**config.mk**
```make
export PLATFORM = sky130hd
export DESIGN_NAME = zbb_count_unit
export DESIGN_NICKNAME = d
export VERILOG_FILES = /design/src/rtl/zbb_pkg.sv /design/src/rtl/zbb_count_unit_trailing2.sv /design/src/rtl/zbb_count_unit.sv
export SDC_FILE = /design/constraint.sdc
export NUM_CORES = 1
export LEC_CHECK = 0
export BUFFER_PORTS_ARGS = -buffer_cell sky130_fd_sc_hd__buf_2
export CAP_MARGIN = 20
export CORE_MARGIN = 2
export CORE_UTILIZATION = 42
export DETAILED_ROUTE_END_ITERATION = 10
export GPL_ROUTABILITY_DRIVEN = 0
export PLACE_DENSITY = 0.65
export SLEW_MARGIN = 20
export SYNTH_ARGS = -nofsm -noshare
export SYNTH_HDL_FRONTEND = slang
export SYNTH_SLANG_ARGS = --single-unit
export TNS_END_PERCENT = 100
```
**constraint.sdc**
```tcl
create_clock -name clk -period 3.05 [get_ports clk]
set_input_delay 0 -clock clk [delete_from_list [all_inputs] [get_ports clk]]
set_output_delay 0 -clock clk [all_outputs]
set_load 0.01 [all_outputs]
```
**src/rtl/zbb_pkg.sv**
```systemverilog
`default_nettype none
// ============================================================================
// zbb_pkg : shared op encodings, FSM states and widths for the Zbb count unit
// Rev 1.0
// ============================================================================
package zbb_pkg;

    localparam int XLEN  = 32;
    localparam int IDX_W = 5;
    localparam int TAG_W = 5;

    typedef enum logic [1:0] {
        OP_CTZ  = 2'b00,
        OP_CLZ  = 2'b01,
        OP_CPOP = 2'b10,
        OP_RSVD = 2'b11
    } op_e;

    typedef enum logic [1:0] {
        IDLE = 2'd0,
        SCAN = 2'd1,
        DONE = 2'd2
    } state_e;

endpackage
`default_nettype wire

```
**src/rtl/zbb_count_unit_trailing2.sv**
```systemverilog
`default_nettype none
// ============================================================================
// trailing2 : index of the lowest set bit of a 32-bit word (0 for a zero word)
// Rev 1.0
// ============================================================================
module trailing2
    import zbb_pkg::*;
(
    input  logic [XLEN-1:0]  i_data,
    output logic [IDX_W-1:0] o_idx
);

    // Scan from the top so the last hit, the lowest set bit, wins.
    always_comb begin
        o_idx = '0;
        for (int i = XLEN - 1; i >= 0; i--) begin
            if (i_data[i]) begin
                o_idx = IDX_W'(i);
            end
        end
    end

endmodule
`default_nettype wire

```
**src/rtl/zbb_count_unit.sv**
```systemverilog
`default_nettype none
// ============================================================================
// zbb_count_unit : multi-cycle CTZ / CLZ / CPOP execute unit with handshakes
// Rev 1.0
// ============================================================================
module zbb_count_unit
    import zbb_pkg::*;
#(
    parameter int XLEN  = 32,
    parameter int CNT_W = 6
) (
    input  logic              clk,
    input  logic              rst,
    input  logic              flush,
    input  logic              in_valid,
    output logic              in_ready,
    input  logic [1:0]        in_op,
    input  logic [XLEN-1:0]   in_rs1,
    input  logic [TAG_W-1:0]  in_tag,
    output logic              out_valid,
    input  logic              out_ready,
    output logic [XLEN-1:0]   out_result,
    output logic [TAG_W-1:0]  out_tag
);

    state_e             r_state;
    state_e             w_next;
    op_e                r_op;
    logic [XLEN-1:0]    r_work;
    logic [CNT_W-1:0]   r_cnt;
    logic [TAG_W-1:0]   r_tag;
    logic [XLEN-1:0]    r_result;
    logic [XLEN-1:0]    w_rev;
    logic [IDX_W-1:0]   w_idx;
    logic               w_zero;
    logic               w_accept;

    // CLZ becomes CTZ on the bit-reversed operand.
    for (genvar i = 0; i < XLEN; i++) begin : g_rev
        assign w_rev[i] = in_rs1[XLEN-1-i];
    end

    trailing2 u_trailing2 (
        .i_data (r_work),
        .o_idx  (w_idx)
    );

    // trailing2 reports 0 for both bit 0 and an empty word, so zero is tested here.
    assign w_zero   = (r_work == '0);
    assign w_accept = (r_state == IDLE) && in_valid && !flush;

    always_comb begin
        w_next = r_state;
        case (r_state)
            IDLE: begin
                if (w_accept) w_next = SCAN;
            end
            SCAN: begin
                if (flush)                             w_next = IDLE;
                else if (!(r_op == OP_CPOP && !w_zero)) w_next = DONE;
            end
            DONE: begin
                if (flush || out_ready) w_next = IDLE;
            end
            default: w_next = IDLE;
        endcase
    end

    always_ff @(posedge clk or posedge rst) begin
        if (rst) r_state <= IDLE;
        else     r_state <= w_next;
    end

    always_ff @(posedge clk or posedge rst) begin
        if (rst) begin
            r_op     <= OP_CTZ;
            r_tag    <= '0;
            r_work   <= '0;
            r_cnt    <= '0;
            r_result <= '0;
        end else if (w_accept) begin
            r_op   <= op_e'(in_op);
            r_tag  <= in_tag;
            r_work <= (op_e'(in_op) == OP_CLZ) ? w_rev : in_rs1;
            r_cnt  <= '0;
        end else if (r_state == SCAN && !flush) begin
            case (r_op)
                OP_CTZ, OP_CLZ: begin
                    r_result <= w_zero ? XLEN'(XLEN) : XLEN'(w_idx);
                end
                OP_CPOP: begin
                    // One set bit retired per cycle; the count cannot pass XLEN.
                    if (w_zero) begin
                        r_result <= XLEN'(r_cnt);
                    end else begin
                        r_cnt         <= r_cnt + CNT_W'(1);
                        r_work[w_idx] <= 1'b0;
                    end
                end
                default: r_result <= '0;
            endcase
        end
    end

    assign in_ready   = (r_state == IDLE);
    assign out_valid  = (r_state == DONE);
    assign out_result = r_result;
    assign out_tag    = r_tag;

endmodule
`default_nettype wire

```
==> summary.json <==
{
  "die_boundary_width_um": 94.81,
  "fillers": 818,
  "post_dp_hpwl_mm": 6.865,
  "netlist_instances": 433,
  "cap_violations": 0,
  "mostFrequentLayoutCell": "sky130_fd_sc_hd__nand2_1",
  "post_drt_via_cell_ratio": 5.515,
  "initial_utilization": 0.4280,
  "post_synth_instance_area_um2": 3463,
  "grt.met1_usage": 0.2939,
  "cell_rows": 33,
  "synth_enable_flop_cells": 0,
  "mostFrequentLayoutCells": "sky130_fd_sc_hd__nand2_1 (78), sky130_fd_sc_hd__buf_2 (56), sky130_fd_sc_hd__dfrtp_1 (53)",
  "grt_first_pass_wirelength_mm": 15.01,
  "yosysSeqAreaShare": 0.3829,
  "tritoncts_clock_tree": "done",
  "worstMarginPinSlew_ps": 826.4,
  "post-route-worst-setup-slack_ps": 223.6,
  "critical_path.startpoint_type": "flop",
  "h_tree_level_count": 2,
  "final_area_um2": 3994,
  "grt_util_met2": 0.3517,
  "cp_max_fo": 8,
  "overflow": 0,
  "cts_inserted_buffers": 5,
  "status": "finished, final reports clean",
  "clockBufferDepth": 2,
  "holdPathStages": 5,
  "number_of_diodes": 0,
  "routed_wirelength_mm": 9.314,
  "clk_latency_ps": 310,
  "grt_setup_unrepaired": "no",
  "floorplan.die_area_um2": 8988,
  "final_cell_count_no_fill": 602,
  "leakagePower_nw": 1.724,
  "post-cts-setup-buffer-count": 0,
  "grt_util_overall": 0.2160,
  "initial_antenna_violation_count": 0,
  "design.final.nets": 542,
  "clock_sinks": 53,
  "max_freq_mhz": 353.8,
  "timing.final.hold_violations": 0,
  "grt_max_degree": 80,
  "dominantRegCellSynth": "sky130_fd_sc_hd__dfrtp_1",
  "post_route_cells_drive_above_1_share": 0.1811,
  "place_area_um2": 3784,
  "ys_warn_count": 0,
  "detailedRoute.firstPassIterationCount": 5,
  "setup_tns_ps": 0,
  "post_cts_resize_count": 0,
  "dp_slack_ps": 725.9,
  "async_flop_share": 1.000,
  "numPlacedInstances": 583,
  "dieHeight_um": 94.81,
  "synth_seq_cells": 53,
  "crit_required_ps": 3250,
  "ff2ff_path_depth": 6,
  "final_min_period_over_clock_period": 0.9267,
  "clock_transition_time_at_the_flip_flop_clock_pins_of_the_worst_setup_and_hold_paths_ps": 90,
  "drt_iter0_markers": 244,
  "portBuffers": 56,
  "cp-end-kind": "flop",
  "ant_nets": 0,
  "worstPathArrival_ps": 3020,
  "timing.clock.skew_ps": 5.506,
  "report.power.total_mw": 2.246,
  "setup_viol": 0,
  "synth.distinct_cells": 60,
  "floorplan.core_area_um2": 8093,
  "holdBufCountCts": 12,
  "avgSynthCellArea_um2": 7.998,
  "ios": 83,
  "p_per_area_nw_per_um2": 562.3,
  "minimum_clock_period_after_layout_ps": 2826,
  "num_vias": 3320,
  "worst_slew_margin_rel": 0.4448,
  "hold_path.class": "in2reg",
  "criticalPathCategory": "reg2reg",
  "synth_to_final_area_change_pct": 15.32,
  "globalRoute.busiestLayer": "met2",
  "cts.root.buffer_cell": "sky130_fd_sc_hd__clkbuf_8",
  "slew_violations": 0,
  "grt_use_met3": 0.03751,
  "remaining_drc_errors": 0,
  "wl_per_cell_um": 15.47,
  "grt_pass1_vias": 3012,
  "ir_worst_vdd_mv": 0.2209
}
-- final timing paths --
| kind | start | endpoint | slack, ps |
|---|---|---|---|
| max | r_work[6]$_DFFE_PP0P_ | r_work[12]$_DFFE_PP0P_ | 220 |
| min | in_rs1[30] | r_work[1]$_DFFE_PP0P_ | 10 |
| max reg2reg | r_work[6]$_DFFE_PP0P_ | r_work[12]$_DFFE_PP0P_ | 220 |
| min reg2reg | out_result[4]$_DFFE_PP0P_ | out_result[4]$_DFFE_PP0P_ | 490 |
| max in group asynchronous | rst | r_cnt[4]$_DFFE_PP0P_ | 2080 |
| min in group asynchronous | rst | out_tag[0]$_DFFE_PP0P_ | 370 |
-- state kept, by name, indices dropped and copies added (netlist names) --
signal and flops:
r_op 2, out_result 6, r_cnt 6, out_tag 5, r_work 32, r_state 2
-- area by class of cell --
cell class | instances | area, um^2 | area share
clock buffers | 7 | 86.33 | 0.02162
repair buffers | 76 | 473.0 | 0.1184
well taps | 105 | 131.4 | 0.03289
flip-flops and latches | 53 | 1326 | 0.3321
inverters | 14 | 53.80 | 0.01347
multi-input cells | 347 | 1923 | 0.4815
-- cell usage after synthesis, drive strengths merged (2+ instances only) --
cell type,count,area (um^2)
nor2b,8,50.05
or3,2,12.51
and3,2,12.51
xor2,4,35.03
o31ai,2,15.01
mux2,6,67.56
buf,31,217.7
o21bai,4,30.03
nor2,28,105.1
o211ai,2,15.01
o21a,2,15.01
o31a,2,17.52
nor3,8,40.04
a32oi,2,17.52
a21oi,34,170.2
nand3,31,155.2
a31oi,7,43.79
inv,14,52.55
a22oi,2,20.02
a2111oi,2,17.52
nand4,4,25.02
dfrtp,53,1326
o41ai,2,17.52
nand2,78,292.8
clkbuf,13,48.80
nor4b,3,47.54
nand2b,6,40.04
or2,3,18.77
o311a,3,30.03
o21ai,42,210.2
nor4,9,77.57
nor3b,2,20.02
a311oi,3,32.53
or4,6,48.80
-- power by group --
part           switching [mW]  internal, mW  total [mW]
Clock                   0.219         0.181       0.400
Sequential              0.241         0.871        1.11
Combinational           0.418         0.316       0.734
Total                   0.878          1.37        2.25
-- logic make-up (layout without fill, tap and decap cells) --
kind of cell | count (synthesis) | after routing | share of synthesized area
AO/OA/AOI/OAI | 116 | 116 | 0.2088
XOR/XNOR | 5 | 5 | 0.01264
adder cells (fa/ha/maj) | 1 | 1 | 0.003612
buffers and inverters | 58 | 97 | 0.09213
flip-flops | 53 | 53 | 0.3829
multiplexers | 6 | 6 | 0.01951
other | 1 | 26 | 0.001083
AND/OR/NAND/NOR | 193 | 193 | 0.2793
-- per-layer routing --
layer	routed length, um	part of all wire
met1	4099	0.44
met2	4625	0.50
met3	437	0.047
met4	152	0.016
met5	0	0
-- critical path, stage by stage (launching register included) --
cell and delay (ps):
sky130_fd_sc_hd__dfrtp_1 500, sky130_fd_sc_hd__nor4_1 520, sky130_fd_sc_hd__nand2_1 180, sky130_fd_sc_hd__nor4b_2 580, sky130_fd_sc_hd__o311a_1 310, sky130_fd_sc_hd__a311oi_1 50
sky130_fd_sc_hd__dlygate4sd3_1 570
-- stage by stage --
step / hold slack, ps / utilization
floorplan: 84.03 / -
global placement: 195.1 / 0.4675
detailed placement: 200.5 / 0.4675
CTS: 9.993 / 0.4930
global route: 64.29 / 0.4935
finish: 11.57 / 0.4935
Power figures use the tool's default switching activity.
